### src/rtl/alu_seq.sv
// -----------------------------------------------------------------------------
// alu_seq
//
// Sequential execution unit for the EX stage of the multi-cycle CPU. It takes
// the 4-bit ALU control code and two operands and returns a registered result
// through a start/busy/done handshake.
//
// AND, OR, ADD, SUB, SLT and illegal codes complete at the accept edge. MUL
// (4'b1000) runs a shift-add multiply for WIDTH cycles.
//
// Optional feature macro: ALU_SEQ_OVF_EN
//   defined   -> overflow_o registers signed overflow of the last ADD/SUB
//   undefined -> overflow_o is tied to 0
//
// Ports:
//   clk_i       system clock, rising edge
//   rst_i       asynchronous active-low reset
//   start_i     request, sampled only while busy_o=0
//   ctrl_i      op code (AND/OR/ADD/SUB/SLT/MUL, anything else is illegal)
//   src1_i      operand A
//   src2_i      operand B
//   busy_o      multiply in progress
//   done_o      one-cycle pulse; result_o/zero_o/err_o are valid
//   result_o    registered result, held until the next completion
//   zero_o      result_o == 0
//   err_o       last completed op had an illegal code
//   overflow_o  signed overflow of the last ADD/SUB
// -----------------------------------------------------------------------------
module alu_seq #(
  parameter int WIDTH = 32,
  parameter int CNT_W = 6
) (
  input  logic             clk_i,
  input  logic             rst_i,
  input  logic             start_i,
  input  logic [3:0]       ctrl_i,
  input  logic [WIDTH-1:0] src1_i,
  input  logic [WIDTH-1:0] src2_i,
  output logic             busy_o,
  output logic             done_o,
  output logic [WIDTH-1:0] result_o,
  output logic             zero_o,
  output logic             err_o,
  output logic             overflow_o
);

  localparam logic [3:0] CTRL_AND = 4'b0000;
  localparam logic [3:0] CTRL_OR  = 4'b0001;
  localparam logic [3:0] CTRL_ADD = 4'b0010;
  localparam logic [3:0] CTRL_SUB = 4'b0110;
  localparam logic [3:0] CTRL_SLT = 4'b0111;
  localparam logic [3:0] CTRL_MUL = 4'b1000;

  localparam logic [CNT_W-1:0] LAST_CNT = CNT_W'(WIDTH - 1);

  typedef enum logic {
    IDLE = 1'b0,
    MUL  = 1'b1
  } state_t;

  state_t state, state_next;

  logic [WIDTH-1:0] mcand;
  logic [WIDTH-1:0] mplier;
  logic [WIDTH-1:0] acc;
  logic [WIDTH-1:0] acc_next;
  logic [CNT_W-1:0] cnt;

  logic             accept;
  logic             accept_mul;
  logic             accept_single;
  logic             mul_last;

  logic [WIDTH-1:0] sum;
  logic [WIDTH-1:0] diff;
  logic [WIDTH-1:0] op_result;
  logic             op_err;

  logic [WIDTH-1:0] result_q;
  logic             zero_q;
  logic             err_q;
  logic             done_q;

  // State register
  always_ff @(posedge clk_i or negedge rst_i) begin
    if (!rst_i) begin
      state <= IDLE;
    end else begin
      state <= state_next;
    end
  end

  // Next-state and handshake decode
  always_comb begin
    state_next    = state;
    accept        = 1'b0;
    accept_mul    = 1'b0;
    accept_single = 1'b0;
    mul_last      = 1'b0;
    busy_o        = 1'b0;
    case (state)
      IDLE: begin
        accept        = start_i;
        accept_mul    = start_i && (ctrl_i == CTRL_MUL);
        accept_single = start_i && (ctrl_i != CTRL_MUL);
        if (accept_mul) begin
          state_next = MUL;
        end
      end
      MUL: begin
        busy_o   = 1'b1;
        mul_last = (cnt == LAST_CNT);
        if (mul_last) begin
          state_next = IDLE;
        end
      end
      default: begin
        state_next = IDLE;
      end
    endcase
  end

  assign sum  = src1_i + src2_i;
  assign diff = src1_i - src2_i;

  // Result of the single-cycle ops straight from the live operands
  always_comb begin
    op_result = '0;
    op_err    = 1'b0;
    case (ctrl_i)
      CTRL_AND: op_result = src1_i & src2_i;
      CTRL_OR:  op_result = src1_i | src2_i;
      CTRL_ADD: op_result = sum;
      CTRL_SUB: op_result = diff;
      CTRL_SLT: op_result = {{(WIDTH-1){1'b0}}, ($signed(src1_i) < $signed(src2_i))};
      CTRL_MUL: op_result = '0;
      default:  op_err    = 1'b1;
    endcase
  end

  // One shift-add step; the final step's sum is the product written out
  assign acc_next = mplier[0] ? (acc + mcand) : acc;

  // Multiplier datapath; the internal copies make operand changes harmless
  always_ff @(posedge clk_i or negedge rst_i) begin
    if (!rst_i) begin
      mcand  <= '0;
      mplier <= '0;
      acc    <= '0;
      cnt    <= '0;
    end else if (accept_mul) begin
      mcand  <= src1_i;
      mplier <= src2_i;
      acc    <= '0;
      cnt    <= '0;
    end else if (state == MUL) begin
      acc    <= acc_next;
      mcand  <= mcand << 1;
      mplier <= mplier >> 1;
      cnt    <= cnt + CNT_W'(1);
    end
  end

  // Completion registers; done pulses for the cycle after any completion
  always_ff @(posedge clk_i or negedge rst_i) begin
    if (!rst_i) begin
      result_q <= '0;
      zero_q   <= 1'b1;
      err_q    <= 1'b0;
      done_q   <= 1'b0;
    end else begin
      done_q <= 1'b0;
      if (accept_single) begin
        result_q <= op_result;
        zero_q   <= (op_result == '0);
        err_q    <= op_err;
        done_q   <= 1'b1;
      end else if (mul_last) begin
        result_q <= acc_next;
        zero_q   <= (acc_next == '0);
        err_q    <= 1'b0;
        done_q   <= 1'b1;
      end
    end
  end

`ifdef ALU_SEQ_OVF_EN
  logic op_ovf;
  logic ovf_q;

  // ADD overflows when equal-signed operands give a result of the other sign;
  // SUB overflows when the operand signs differ and the sign of A is lost
  always_comb begin
    op_ovf = 1'b0;
    case (ctrl_i)
      CTRL_ADD: op_ovf = (src1_i[WIDTH-1] == src2_i[WIDTH-1]) &&
                         (sum[WIDTH-1] != src1_i[WIDTH-1]);
      CTRL_SUB: op_ovf = (src1_i[WIDTH-1] != src2_i[WIDTH-1]) &&
                         (diff[WIDTH-1] != src1_i[WIDTH-1]);
      default:  op_ovf = 1'b0;
    endcase
  end

  always_ff @(posedge clk_i or negedge rst_i) begin
    if (!rst_i) begin
      ovf_q <= 1'b0;
    end else if (accept_single) begin
      ovf_q <= op_ovf;
    end else if (mul_last) begin
      ovf_q <= 1'b0;
    end
  end

  assign overflow_o = ovf_q;
`else
  assign overflow_o = 1'b0;
`endif

  assign done_o   = done_q;
  assign result_o = result_q;
  assign zero_o   = zero_q;
  assign err_o    = err_q;

endmodule

### config.mk
export PLATFORM = sky130hd
export DESIGN_NAME = alu_seq
export DESIGN_NICKNAME = d
export VERILOG_FILES = /design/src/rtl/alu_seq.sv
export SDC_FILE = /design/constraint.sdc
export NUM_CORES = 1
export LEC_CHECK = 0
export ABC_AREA = 1
export ABC_CLOCK_PERIOD_IN_PS = 4800
export BUFFER_PORTS_ARGS = -buffer_cell sky130_fd_sc_hd__buf_2
export CAP_MARGIN = 20
export CELL_PAD_IN_SITES_DETAIL_PLACEMENT = 1
export CELL_PAD_IN_SITES_GLOBAL_PLACEMENT = 1
export CORE_AREA = 2 2 184 186
export DETAILED_ROUTE_END_ITERATION = 8
export DIE_AREA = 0 0 186 188
export PLACE_DENSITY_LB_ADDON = 0.15
export SETUP_SLACK_MARGIN = 0.5
export SKIP_CTS_REPAIR_TIMING = 1
export SLEW_MARGIN = 0
export SYNTH_ARGS = -nofsm -noshare
export SYNTH_HDL_FRONTEND = slang
export SYNTH_SLANG_ARGS = --single-unit
### constraint.sdc
create_clock -name clk_i -period 4.8 [get_ports clk_i]
set_input_delay 0.72 -clock clk_i [delete_from_list [all_inputs] [get_ports clk_i]]
set_output_delay 0.72 -clock clk_i [all_outputs]
set_load 0.01 [all_outputs]
==> results of run 1 <==
per-stage QoR:
stage | utilization | hold WS, ps
2_1_floorplan | - | 424.4
3_3_place_gp | 0.4707 | 475.1
3_5_place_dp | 0.4707 | 480.9
4_1_cts | 0.4875 | 288.5
5_1_grt | 0.4875 | 312.4
6_report | 0.4875 | 258.6
metal layers:
layer  track usage  wire length, um  vias to the layer above
li1              -                -                     7879
met1        0.4596            26300                     8172
met2        0.5952            29000                      545
met3       0.04059             3337                      138
met4        0.1333             2381                        0
met5             0                0                        -
placed cells by master (no fill, tap or decap), types with 30 or more instances in the layout:
master,instances
nand2_1,798
o22ai_1,36
o221ai_1,78
nor2_1,210
ha_1,131
o21ai_0,73
buf_2,105
nand3_1,204
inv_1,472
nand4_1,30
dfrtp_1,137
a21oi_1,90
report_power, final:
group	switching [mW]	total (mW)	internal, mW
combinational	2.45	3.53	1.08
clock	0.608	1.29	0.679
sequential	0.336	1.94	1.61
total	3.40	6.76	3.37
synth_stat cells, types with 5 or more instances:
cell type | instances | area, sq um
nand2_1 | 799 | 2999
inv_1 | 473 | 1775
nor2_1 | 211 | 792.0
nand3_1 | 204 | 1021
dfrtp_1 | 137 | 3428
ha_1 | 131 | 1639
a21oi_1 | 90 | 450.4
o221ai_1 | 78 | 683.2
o21ai_0 | 73 | 365.4
clkbuf_1 | 38 | 142.6
o22ai_1 | 36 | 225.2
nand4_1 | 30 | 187.7
buf_2 | 23 | 115.1
nor3_1 | 22 | 110.1
nand3b_1 | 10 | 75.07
o211ai_1 | 10 | 75.07
o21bai_1 | 10 | 75.07
nor2_2 | 8 | 50.05
buf_1 | 7 | 26.28
inv_2 | 7 | 26.28
a22oi_1 | 5 | 37.54
and2_1 | 5 | 31.28
buf_4 | 5 | 37.54
nand2_2 | 5 | 31.28
critical path, cell delays in order:
cell	delay (ps)
buf_2	130
ha_1	330
inv_1	130
fa_1	430
inv_1	150
nand3_1	120
nand2_1	190
nand2_1	130
nand2_1	200
nand2_1	120
nand2_1	80
nand2_1	50
nand3_1	80
nand2_1	60
nor2_1	260
nand2_1	100
nor2_1	130
nand3_1	130
nor2_1	130
nand2_1	80
nand2_1	70
nand2_1	50
nand2_1	60
area by class of cell:
class                           instances  area share
Timing Repair Buffer                  120     0.03976
Clock inverter                         15    0.008061
Sequential cell                       138      0.2140
Inverter                              484      0.1125
Clock buffer                           17     0.02635
Multi-Input combinational cell       1754      0.5645
Tap cell                              448     0.03473
logic make-up (layout without fill, tap and decap cells):
kind of cell	after synthesis	count (layout)	share of synthesized area
XOR/XNOR	3	3	0.001786
AO/OA/AOI/OAI	311	311	0.1349
flip-flops	138	138	0.2348
AND/OR/NAND/NOR	1305	1305	0.3660
other	1	1	0.0002549
buffers and inverters	560	636	0.1468
adder cells (fa/ha/maj)	134	134	0.1155
registers in the layout, summed over array words and instances (netlist names):
name	count
acc	32
zero_o	1
err_o	1
cnt	6
mcand	32
done_o	1
state	1
result_o	32
mplier	32
how the worst max path moves through the flow:
stage / cells past startpoint / start / to / slack [ps]
detailed placement: 23 / src2_i[0] / zero_o / 970
CTS: 23 / src2_i[0] / zero_o / 1370
finish: 23 / src2_i[0] / zero_o / 1220
global route: 23 / src2_i[0] / zero_o / 1080
floorplan: 22 / src1_i[0] / zero_o / 2130
global placement: 21 / src2_i[0] / zero_o / 1060
==> results.yml, run 1 <==
critical_path:
  path_class: "primary input to flop"
  crit-reg2reg-launch: "mcand[0]"
  cp.required_ps: 5180
  startpoint_type: "primary input"
  cp.arrival_ps: 3960
  rr_endpoint: "zero_o"
  cp-end-kind: "flop"
  reg2reg_setup_slack_ps: 1560
  r2r_cells: 17
  worst-path-max-fanout: 4
placed_design:
  dpl.cell_count: 2944
  dp_hpwl_um: 49520
  port-buffer-count: 106
  place_ws_ps: 974.5
  gp_congestion: 1.007
  place_area_sq_um: 15590
floorplan:
  num_rows: 67
  die_h_um: 188
  io-pin-count: 108
  start_util: 0.4443
  die_width_um: 186
  die-area_sq_um: 34970
  core_region_area_sq_um: 33110
final_layout:
  antenna_cells: 0
  drive_gt1_frac: 0.07318
  final_cells: 2976
  syn2layout_area_growth_pct: 9.721
  multi_input_area_sq_um: 9112
  register_area_sq_um: 3455
  design_area_sq_um: 16140
  n_fill_cell: 4664
  fin_nets: 2720
cts:
  cts_tree: "yes"
  cts_max_level: 4
  clk_path_buf_depth: 2
  path_clk_slew_ps: 70
  clock_latency_ps: 440
  cts_sinks: 138
  cts-root-buf: "clkbuf_16"
  cts_buffers: 17
routing:
  drt_iter0_markers: 1228
  firstDrtPassIters: 5
  drt-vias-per-instance: 5.623
  route.detailed.drc: 0
  ant_nets: 0
  vias: 16730
  drt-total-wl_um: 61010
  wire_per_inst_um: 20.50
global_routing:
  grt_pass1_vias: 17190
  grt_usage: 0.3525
  grt_first_pass_wirelength_um: 94630
  antenna_found_initial: 0
  grt_max_degree: 95
  grt_overflow: 0
synth:
  synth-seq-area-share: 0.2348
  synth-warning-count: 0
  async_reset_ff_frac: 1.000
  syn_nets: 2657
  synth_cell_type_count: 47
  syn_area_per_cell_sq_um: 6.000
  ys.flop_type: "dfrtp_1"
  ys_seq_elements: 138
  netlist_area_sq_um: 14710
  synth_edf_count: 0
  netlist_instances: 2452
job:
  maxCapViolCount: 0
power:
  power_density_nw_per_um2: 419.0
  leakage_nw: 8.936
  p_total_mw: 6.763
  ir_drop_mv: 0.3150
timing:
  clock_skew_ps: 13.97
  drv_slew: 0
  fin_crit_ps: 3580
  worstMarginPinSlew_ps: 1041
  finalHoldViolations: 0
  setup_total_negative_slack_ps: 0
  setup_viol: 0
  rsz0062_at_grt: "no"
  setup_slack_ps: 1220
  relSlewSlack: 0.3058
  timing.fmax_mhz: 279.3
  period_share: 0.7458
run_status:
  outcome: "finished clean"
min_path:
  hp-class: "primary input to asynchronous set/reset pin"
(Power assumes the default switching activity.)
==> run 2: changes to the inputs <==
Settings changed: ABC_AREA 1 to 0, ABC_CLOCK_PERIOD_IN_PS 4800 to 3000.
Clock period 4.8 ns to 3 ns, I/O delays scaled along.
==> run 2 against run 1 <==
The run now ends with negative setup slack left. Sequential share of layout area is 4.9 points lower. First-iteration DRC count grew 42%. Clock-buffer cell count increased by 1. Wire length up 21%. Total power is 92% higher. Sequential power is 50% higher. Global-route usage rose by 1.1 points. Cell count fell by 2.9%. Hold slack worse by 250 ps. Register-to-register slack worse by 2600 ps. Combinational power grew 120%. Critical path type is now flop to flop. Largest power group unchanged. Highest routed layer is now met5.
==> results.yml, run 2 <==
cts:
  cts_tree: "yes"
  cts_max_level: 4
  clock_latency_ps: 460
  cts_sinks: 138
  cts-root-buf: "clkbuf_16"
  clk_path_buf_depth: 2
  path_clk_slew_ps: 80
  cts_buffers: 17
timing:
  drv_slew: 0
  clock_skew_ps: 19.27
  timing.hold.ws_ps: 9.457
  period_share: 1.351
  relSlewSlack: 0.5000
  rsz0062_at_grt: "yes"
  setup_slack_ps: -1054
  finalHoldViolations: 0
  worstMarginPinSlew_ps: 747.7
  timing.fmax_mhz: 246.7
  setup_viol: 25
  fin_crit_ps: 4054
final_layout:
  final_cell_mix: "560 x buf_4, 220 x nand2_1, 171 x a21oi_1"
  antenna_cells: 0
  fin_nets: 2634
  final_common_cell: "buf_4"
  multi_input_area_sq_um: 10730
  drive_gt1_frac: 0.4025
  final_cells: 2890
  syn2layout_area_growth_pct: 53.34
  n_fill_cell: 4004
  register_area_sq_um: 3465
  design_area_sq_um: 21050
routing:
  wire_per_inst_um: 25.51
  route.detailed.drc: 0
  top_layer: "met5"
  drt-total-wl_um: 73730
  vias: 18000
  wl_met2_um: 34790
  drt_iter0_markers: 1744
  firstDrtPassIters: 6
  wl_met1_um: 29200
  drt-vias-per-instance: 6.230
  route.met3.wl_um: 5997
  ant_nets: 0
synth:
  netlist_instances: 1831
  synth_common_cells: "229 x nand2_1, 196 x a21oi_1, 173 x nor2_1, 171 x o21ai_0, 137 x dfrtp_1"
  yosys.area.top_type_share: 0.2497
  syn_area_per_cell_sq_um: 7.498
  synth-simple-area-share: 0.2158
  synth-compound-area-share: 0.3046
  synthMuxAreaShare: 0.01969
  synth_area_leaders: "dfrtp_1 25%, ha_1 12%, a21oi_1 7.1%"
  ys.flop_type: "dfrtp_1"
  synth_xor_area_frac: 0.01467
  synth_top_family_by_area: "compound AO/OA/AOI/OAI gates"
  synth_area_leader_cell: "dfrtp_1"
  syn_nets: 2036
  netlist_area_sq_um: 13730
  synthMostInstantiatedCell: "nand2_1"
  synthAdderAreaFrac: 0.1238
  synth-warning-count: 0
  async_reset_ff_frac: 1.000
  ys_seq_elements: 138
  synth_cell_type_count: 99
  synth_edf_count: 0
  synth-seq-area-share: 0.2516
floorplan:
  start_util: 0.4146
  core_region_area_sq_um: 33110
  io-pin-count: 108
  die_width_um: 186
  die_h_um: 188
  die-area_sq_um: 34970
  num_rows: 67
critical_path:
  reg2reg_setup_slack_ps: -1050
  cp-end-kind: "flop"
  cp.required_ps: 3390
  cp.arrival_ps: 4440
  worst-path-max-fanout: 4
  path_class: "flop to flop"
  startpoint_type: "flop"
global_routing:
  grt_overflow: 0
  grt_max_degree: 95
  grt_pass1_vias: 17860
  antenna_found_initial: 1
  grt_usage: 0.3632
  grt_first_pass_wirelength_um: 98440
power:
  p_total_mw: 12.96
  p_seq_frac: 0.225
  power_frac_comb: 0.592
  pwr-share-clk: 0.184
  swShare: 0.4524
  switching_power_mw: 5.861
  internal_power_mw: 7.095
  power_density_nw_per_um2: 615.4
  leakage_nw: 9.982
  ir_drop_mv: 0.4776
placed_design:
  dp_hpwl_um: 49050
  dpl.cell_count: 2818
  port-buffer-count: 106
  gp_congestion: 0.9773
  place_area_sq_um: 18900
run_status:
  outcome: "finished, violations left"
  failed_checks: "negative setup slack"
min_path:
  hp-class: "primary input to asynchronous set/reset pin"
job:
  maxCapViolCount: 0
-- run 2: per-layer routing --
metal  track usage  vias up
met4        0.1069        2
li1              -     7844
met3       0.06487      298
met2        0.6007      982
met5             0        -
met1        0.4819     8878
-- run 2: layout make-up --
type	count	share of cell area
sequential	138	0.1646
tap	448	0.02663
timing repair buffer	694	0.2468
multi-input combinational	1462	0.5095
clock buffer	18	0.02086
inverter	116	0.02306
clock inverter	14	0.008499
-- run 2: cell families (layout without fill, tap and decap cells) --
kind of cell    count (synthesis)  after routing
simple gates                  631            631
mux                            26             26
other cells                     1              1
compound gates                647            647
buf+inv                       231            842
xor+xnor                       23             23
fa+ha+maj                     134            134
flops                         138            138
-- run 2: final timing paths --
path | startpoint | endpoint | cells after the start
worst max-delay path | acc[0] | zero_o | 16
worst min-delay path | rst_i | mplier[14] | 1
worst max register to register | acc[0] | zero_o | 16
worst min register to register | mplier[6] | mplier[5] | 2
max in group asynchronous | rst_i | mcand[1] | 2
min in group clk_i | src2_i[31] | mplier[31] | 5
-- run 2: power groups by stage --
stage | clock, mW | combinational, mW | sequential, mW
6_report | 2.38 | 7.67 | 2.91
5_1_grt | 2.45 | 8.02 | 2.93
4_1_cts | 2.37 | 6.19 | 2.80
3_5_place_dp | 0 | 6.05 | 2.81
3_3_place_gp | 0 | 5.79 | 2.79
2_1_floorplan | 0 | 3.01 | 2.73
-- run 2: critical path, stage by stage (launching register included) --
cell and delay [ps]:
dfrtp_1 440, ha_4 200, fa_2 370, a211oi_4 290, buf_4 170, o21ai_1 230, a2111oi_2 420, buf_4 190
and2_1 150, o41a_1 250, nand4_1 150, nor4_2 370, nand4_1 200, nor4_2 240, buf_4 180, a21oi_1 40
o21ai_1 90
-- run 2: metrics by stage --
| step | setup slack [ps] | setup TNS [ps] | utilization |
|---|---|---|---|
| 2_1_floorplan | -379.4 | -512.1 | - |
| 3_3_place_gp | -884.2 | -9332 | 0.5709 |
| 3_5_place_dp | -1019 | -11800 | 0.5709 |
| 4_1_cts | -762.9 | -4612 | 0.5895 |
| 5_1_grt | -1110 | -7527 | 0.6357 |
| 6_report | -1054 | -5341 | 0.6357 |
